$ cat config.mk
export PLATFORM = sky130hd
export DESIGN_NAME = window_addr_gen
export DESIGN_NICKNAME = d
export VERILOG_FILES = /design/src/rtl/window_addr_gen.sv
export SDC_FILE = /design/constraint.sdc
export NUM_CORES = 1
export LEC_CHECK = 0
export ABC_AREA = 1
export CAP_MARGIN = 20
export CORE_MARGIN = 5
export CORE_UTILIZATION = 46
export CTS_CLUSTER_DIAMETER = 30
export DETAILED_ROUTE_END_ITERATION = 16
export HOLD_SLACK_MARGIN = 0.08
export PLACE_DENSITY = 0.78
export SLEW_MARGIN = 20
export SYNTH_ARGS = -nofsm -noshare
export SYNTH_HDL_FRONTEND = slang
export SYNTH_SLANG_ARGS = --single-unit
$ cat constraint.sdc
create_clock -name clk -period 2.2 [get_ports clk]
set_clock_uncertainty 0.1 [all_clocks]
set_input_delay 0.44 -clock clk [delete_from_list [all_inputs] [get_ports clk]]
set_output_delay 0.44 -clock clk [all_outputs]
set_load 0.01 [all_outputs]
$ cat src/rtl/window_addr_gen.sv
// Sliding-window address generator for a line/word buffer.
// Each frame issues DEPTH read windows of NUM_RD consecutive taps starting
// at base 0..DEPTH-1, with wrap or clamp handling at the buffer edge, and
// issues one write per consumed window PIPE_LAT cycles later.
//
// Ports:
//   clk      - clock, all logic on the rising edge
//   rst_n    - synchronous active-low reset
//   start    - begins a frame when idle
//   mode     - edge mode latched on start: 0 = wrap, 1 = clamp
//   rd_en    - consumer accepts the current read window
//   rd_addr  - NUM_RD taps, tap k at [k*ADDR_W +: ADDR_W]
//   rd_valid - rd_addr holds a live window
//   wr_addr  - write address, 0..DEPTH-1 in order
//   wr_valid - a write is issued this cycle
//   busy     - high whenever not idle
//   done     - one-cycle end-of-frame pulse
module window_addr_gen #(
  parameter int ADDR_W   = 4,
  parameter int DEPTH    = 16,
  parameter int NUM_RD   = 3,
  parameter int PIPE_LAT = 1
) (
  input  logic                     clk,
  input  logic                     rst_n,
  input  logic                     start,
  input  logic                     mode,
  input  logic                     rd_en,
  output logic [NUM_RD*ADDR_W-1:0] rd_addr,
  output logic                     rd_valid,
  output logic [ADDR_W-1:0]        wr_addr,
  output logic                     wr_valid,
  output logic                     busy,
  output logic                     done
);

  typedef enum logic [1:0] {IDLE, RUN, DRAIN, DONE} state_t;

  // Widened so base + tap offset cannot overflow before wrap/clamp.
  localparam int SUM_W = ADDR_W + 4;
  localparam logic [ADDR_W-1:0] LAST    = ADDR_W'(DEPTH - 1);
  localparam logic [SUM_W-1:0]  LAST_S  = SUM_W'(DEPTH - 1);
  localparam logic [SUM_W-1:0]  DEPTH_S = SUM_W'(DEPTH);

  state_t              r_state;
  logic [ADDR_W-1:0]   r_base;
  logic [ADDR_W-1:0]   r_wr_addr;
  logic                r_mode;
  logic [PIPE_LAT-1:0] r_pipe;

  logic                w_consume;
  logic [SUM_W-1:0]    w_sum [NUM_RD];

  assign w_consume = (r_state == RUN) && rd_en;

  assign rd_valid = (r_state == RUN);
  assign busy     = (r_state != IDLE);
  assign done     = (r_state == DONE);
  assign wr_valid = r_pipe[PIPE_LAT-1];
  assign wr_addr  = r_wr_addr;

  // base < DEPTH and k < NUM_RD <= DEPTH, so the sum stays below 2*DEPTH
  // and a single conditional subtract implements the modulo.
  always_comb begin
    rd_addr = '0;
    w_sum   = '{default: '0};
    for (int unsigned k = 0; k < NUM_RD; k++) begin
      w_sum[k] = SUM_W'(r_base) + SUM_W'(k);
      if (r_mode) begin
        if (w_sum[k] > LAST_S) w_sum[k] = LAST_S;
      end else if (w_sum[k] >= DEPTH_S) begin
        w_sum[k] = w_sum[k] - DEPTH_S;
      end
      rd_addr[k*ADDR_W +: ADDR_W] = w_sum[k][ADDR_W-1:0];
    end
  end

  always_ff @(posedge clk) begin
    if (!rst_n) begin
      r_state   <= IDLE;
      r_base    <= '0;
      r_wr_addr <= '0;
      r_mode    <= 1'b0;
      r_pipe    <= '0;
    end else begin
      // One bit per consumed window travels PIPE_LAT stages to become a write.
      r_pipe[0] <= w_consume;
      for (int unsigned i = 1; i < PIPE_LAT; i++) begin
        r_pipe[i] <= r_pipe[i-1];
      end

      if (wr_valid) begin
        r_wr_addr <= (r_wr_addr == LAST) ? '0 : r_wr_addr + ADDR_W'(1);
      end

      case (r_state)
        IDLE: begin
          if (start) begin
            r_state   <= RUN;
            r_base    <= '0;
            r_wr_addr <= '0;
            r_mode    <= mode;
          end
        end
        RUN: begin
          if (w_consume) begin
            if (r_base == LAST) begin
              r_base  <= '0;
              r_state <= DRAIN;
            end else begin
              r_base <= r_base + ADDR_W'(1);
            end
          end
        end
        DRAIN: begin
          // The DEPTH-th write is the one landing on the last address.
          if (wr_valid && (r_wr_addr == LAST)) r_state <= DONE;
        end
        DONE: begin
          r_state <= IDLE;
        end
        default: begin
          r_state <= IDLE;
        end
      endcase
    end
  end

endmodule

After elaboration in Yosys (flattened, before gate mapping)
Index checks and enable logic that the tools add are counted.
{ "op_classes": {"n_reduce_logical": 8, "eq_ne": 9, "n_lt_le_gt_ge": 6, "n_addsub": 7, "mux": 22} }
{ "op_table": {"columns": ["cell", "n"], "rows": [
  ["$mux W4", 16],
  ["$sub A4 B1 Y4 const B", 3],
  ["$ge A5 B5 Y1 const B", 2],
  ["$gt A5 B4 Y1 const B", 2],
  ["$add A4 B1 Y4 const B", 2],
  ["$eq A4 B4 Y1 const B", 2],
  ["$mux W2", 4],
  ["$pmux W2 S4", 1],
  ["$pmux W4 S2", 1],
  ["$add A4 B1 Y5 const B", 1],
  ["$add A4 B2 Y5 const B", 1],
  ["$ge A4 B5 Y1 const B", 1],
  ["$eq A2 B2 Y1 const B", 2],
  ["$gt A4 B4 Y1 const B", 1],
  ["$ne A2 B1 Y1 const B", 2],
  ["$ne A2 B2 Y1 const B", 2],
  ["$reduce_and A4 Y1", 1],
  ["$reduce_bool A2 Y1", 2],
  ["$reduce_and A3 Y1", 1],
  ["$eq A2 B1 Y1 const B", 1],
  ["$logic_and A1 B1 Y1", 2],
  ["$logic_not A2 Y1", 1],
  ["$reduce_and A2 Y1", 1]
]} }
{ "word_totals": {"in_bits": 5, "wordCells": 57, "out_inout_bits": 20, "ff_bits": 12} }

Logic depth before layout (Yosys ltp)
{ "depth": {"ltp_word": 5, "ltp_mapped": 9, "ltp_nobuf": 9} }

Worst setup path after synthesis
OpenSTA, ideal clock, no wires.
{ "synth_path": {"path_kind": "flip-flop to output port", "start": "register r_base[1]", "end": "output port rd_addr[11]", "t_required_ps": 1660, "stages_incl_launch_ff": 9, "setup_slack_ps": 411, "n_path_buf": 0, "arrival_time_ps": 1249, "cell_sequence": "dfxtp_1 -> inv_1 -> ha_1 -> nor2_1 -> nor2_1 -> nand2_1 -> nand2_1 -> nand2_1 -> o21ai_0"} }
{ "synth_via": {"elab_chain_len": 4, "elab_cells_between_ends": 7, "cone_classes": "add/sub: 2; order compare: 2; mux: 3"} }
{ "synth_rtl": {"columns": ["item", "line_no", "text"], "rows": [
  ["start, declared", "46", "logic [ADDR_W-1:0] r_base;"],
  ["start signal, assigned", "111", "r_base <= r_base + ADDR_W'(1);"],
  ["$add A4 B2 Y5 *", "68", "w_sum[k] = SUM_W'(r_base) + SUM_W'(k);"],
  ["$sub A4 B1 Y4 (tied with other cells)", "72", "w_sum[k] = w_sum[k] - DEPTH_S;"],
  ["$mux W4, on equally long branches", "71, 70", null],
  ["$mux W4 *", "69", "if (r_mode) begin"],
  ["end, declared", "29", "output logic [NUM_RD*ADDR_W-1:0] rd_addr,"]
]} }
Every way passes the cells marked *; elsewhere a longest branch is shown, timed or not.

Worst setup path after layout
Same ends and word-level chain as after synthesis.

==> run summary <==
The portion of netlist area occupied by mux cells is 0%. The total iterations of the first detailed-routing run came out at 4. The initial detailed-routing violation count is 8. The path class of the tightest hold or removal check is reg2reg. In the layout the commonest cells are sky130_fd_sc_hd__nand2_1, sky130_fd_sc_hd__inv_1, sky130_fd_sc_hd__nor2_1. The diode insertion count for antenna repair is 0.

The cell area power density came out at 829.4 mW/mm^2. The synthesized netlist devotes 30.19% of its cell area to simple gates. The tool flagged a number of max-cap violations equal to 0.

Of all nets on the critical path, the largest fanout is 6. After global routing the overflow that remains totals 0. The number of buffers on the longest clock path is 2. The initial antenna violation count is 0. The per-instance average area after synthesis is 6.750 um^2.

The weighted congestion reported at the end of routability-driven placement is 0.7363. The Yosys warning count is 0. The placed wire-length estimate after detailed placement is 1.457 mm. The final-report setup violation count came out at 0. The library cell used most frequently in the layout, excluding fill and tap cells, is sky130_fd_sc_hd__nand2_1. The cell family contributing the most delay on the critical path is flip-flops. Of the available clock period, the critical path in the final layout requires 94.89%. The layout cell share with drive strength beyond 1 came out at 20.39%. The max-slew violation total from the final report was 0. The flow ran to the end, and the final reports show no timing, DRC or antenna violations. The overall die width came out at 52.66 um. In this run the number of H-tree levels came out at 1. The worst-path cell with the longest stage delay is sky130_fd_sc_hd__dfxtp_4.

From bottom edge to top edge, the die measures 52.66 um. By area, the combinational part of the netlist is dominated by simple AND/OR/NAND/NOR gates. The number of failing hold endpoints at the final stage is 0. The tree built by TritonCTS fans out to 12 sinks. TritonCTS built the clock tree. Synthesis produced a netlist with a net count of 140. The worst setup path is of the reg2out kind. The final critical-path required period is 2.088 ns.

The placed cell count came out at approximately 170. Setup repair after global routing left no endpoint under its margin. The worst register-to-register path ends at r_base[1]. The DRC violation count after routing is 0. The total CTS buffers came out at 3. The final setup slack of the worst path came out at 0.1124 ns.

In this run the critical register-to-register path is launched from r_state[0]. Synthesis produced 124 cells. The headroom to the max-slew limit came out at 79.16%. The achievable frequency came out at 0.4790 GHz.

Across every metal layer, demand over resource in global routing totals 15.67%. The total negative setup slack came out at 0 ns. After detailed routing, the number of vias per cell comes to 4.672.

The maximum number of pins on one net before global-route repair is 9. The via count of the first global-routing pass came to 807. The portion of the post-synthesis area used by sequential elements came out at between 20% and 30%. In this design, the stage delay of the slowest critical-path cell is about 0.38 ns. The data required time of the worst path came out at 1.66 ns.

In this run the tool buffered the top-level ports with 24 buffer cells. The floorplan step defined a core boundary enclosing 0.001727 mm^2. The boundary pin count came out at 25. The initial utilization of the core area, before any placement, comes to 48.48%. The number of cells traversed by the worst hold path is 2. Summing the areas of all xor and xnor instances in the mapped netlist gives ~4.2% of the synthesized area. The synthesized netlist devotes about 8.4% of its cell area to compound gates. The critical hold path startpoint is wr_addr[1].

The floorplan step defined a die boundary enclosing 0.002773 mm^2. STA classifies the critical path endpoint as a primary output. The kind of start point of the critical path is a flip-flop. Traced cell by cell, the critical path runs through inv_1 -> ha_1 -> nor2_1 -> nor2_1 -> nand2_1 -> nand2_1 -> nand2_2 -> o21ai_2 -> buf_2. The clock slew at the register clock pins of the worst setup and hold paths came out at 0.08 ns. The data arrival time of the worst path came out at 1.55 ns. The number of buffer and inverter instances along the worst setup path is 2. The synthesis-stage register bit count came out at 12. The hold-critical path endpoint is wr_addr[1]. The cell area after synthesis came out at about 840 um^2. The transition time of the tightest slew-check pin is slightly above 0.3 ns. In this run the remaining antenna-violating nets after routing total 0. The detailed router placed 827 vias in this run. The count of placed standard cells in the final layout, fillers left out is roughly 180.

Counting distinct cell types in the post-synthesis netlist gives 20. The aggregate routed wire length is 1.878 mm. After floorplanning, the core was divided into 15 placement rows. The wire length of the first global-routing pass came out at 3.243 mm. The area growth from synthesis to layout is 37.97%. At the end of the flow, the number of nets in the layout was between 150 and 200. The leakage power figure came out at 0.5721 nW. The worst setup timing slack at the placement stage is -0.08826 ns. The clock reaches the later pin of the worst-skew pair after 0.28 ns. In this run the clock root is driven by a sky130_fd_sc_hd__clkbuf_4. The worst-case vdd ir drop came out at ~530 uV. The final-layout fill cell count came out at 170. For the worst flop-to-flop path, the logic depth is 7.

Across all register-to-register paths, the minimum setup slack is 0.76 ns. Dividing the detail-routed wire length by the instance count gives 10.61 um. The adder-cell share of the synthesized area is between 15 and 20%.
==> flip-flops by register name, summed over array words and instances, names as in the netlist <==
| name | cells |
|---|---|
| r_mode | 1 |
| wr_valid | 1 |
| r_base | 4 |
| r_state | 2 |
| wr_addr | 4 |
==> cell type report <==
cell class / instances / area [um^2] / share of cell area (%)
clock buffer: 4 / 36.28 / 3.142
multi-input combinational: 86 / 504.2 / 43.66
sequential: 12 / 251.5 / 21.78
timing repair buffer: 29 / 252.7 / 21.89
inverter: 21 / 78.83 / 6.826
tap: 25 / 31.28 / 2.709
==> where the power goes <==
group | leakage [nW] | internal (mW) | switching, mW
Combinational | 0.451 | 0.208 | 0.271
Sequential | 0.100 | 0.258 | 0.0439
Clock | 0.0210 | 0.101 | 0.0757
==> what timing repair did <==
action	in CTS	in global routing
cloned	0	0
pin swaps	1	1
hold buffers	0	0
resized for setup	20	8
endpoints found under the setup margin	8	5
buffers inserted	1	0
==> metrics by stage <==
step                      power (mW)  instance area (um^2)  util [%]  hold slack, ns
after detailed placement      0.7974                  1116     64.64          0.3966
after global placement        0.7862                  1116     64.64          0.3801
final                         0.9579                  1155     66.88          0.4003
after global routing           1.046                  1155     66.88          0.4372
after CTS                     0.9703                  1170     67.75          0.4074
after floorplan               0.6144                 837.1         -          0.3520
==> routing by layer <==
metal | GRT usage (%) | share of wire [%] | vias up
li1 | - | - | 438
met3 | 3.419 | 5.8 | 6
met4 | 8.936 | 2.3 | 0
met2 | 26.86 | 48 | 21
met5 | 0 | 0 | -
met1 | 17.61 | 44 | 362
==> synthesized netlist by cell type <==
cell type                  count  area, um^2
sky130_fd_sc_hd__ha_1         11       137.6
sky130_fd_sc_hd__o31ai_2       1       12.51
sky130_fd_sc_hd__nor2_2        2       12.51
sky130_fd_sc_hd__nand2_2       3       18.77
sky130_fd_sc_hd__inv_1        18       67.56
sky130_fd_sc_hd__o211ai_1      1       7.510
sky130_fd_sc_hd__nor3_1        1       5.000
sky130_fd_sc_hd__clkbuf_1      4       15.01
sky130_fd_sc_hd__nand4_1       3       18.77
sky130_fd_sc_hd__xnor2_1       1       8.760
sky130_fd_sc_hd__a21oi_1       5       25.02
sky130_fd_sc_hd__nand3_2       1       10.01
sky130_fd_sc_hd__nand2_1      29       108.9
sky130_fd_sc_hd__inv_2         3       11.26
sky130_fd_sc_hd__dfxtp_1      12       240.2
sky130_fd_sc_hd__nand3_1       3       15.01
sky130_fd_sc_hd__xor2_1        3       26.28
sky130_fd_sc_hd__o21ai_0       5       25.02
sky130_fd_sc_hd__nor2_1       17       63.81
sky130_fd_sc_hd__buf_4         1       7.510
==> worst max path at each step <==
stage / from / to / slack, ns / depth (start not counted)
2_1_floorplan: r_base[1] / rd_addr[11] / 0.41 / 8
3_3_place_gp: r_base[1] / rd_addr[11] / -0.03 / 9
3_5_place_dp: r_base[1] / rd_addr[11] / -0.09 / 9
4_1_cts: r_base[1] / rd_addr[11] / 0.008 / 9
5_1_grt: r_base[1] / rd_addr[11] / 0.02 / 9
6_report: r_base[1] / rd_addr[11] / 0.11 / 9
==> worst register-to-register path, stage by stage, from the launching register on <==
cell and delay (ns):
sky130_fd_sc_hd__dfxtp_2 0.36, sky130_fd_sc_hd__inv_1 0.08, sky130_fd_sc_hd__ha_1 0.24, sky130_fd_sc_hd__nand2_1 0.10, sky130_fd_sc_hd__nand2_1 0.12, sky130_fd_sc_hd__nor2_2 0.18, sky130_fd_sc_hd__nand2_1 0.06, sky130_fd_sc_hd__a21oi_1 0.13
==> logic make-up (layout without fill, tap and decap cells) <==
group                      after synthesis  in the layout
and+or+nand+nor                         59             59
buffers and inverters                   26             54
AOI/OAI and AO/OA                       12             12
DFF                                     12             12
adders and majority gates               11             11
xor gates and xnor gates                 4              4
No activity file was read; power rests on OpenSTA's default activity.
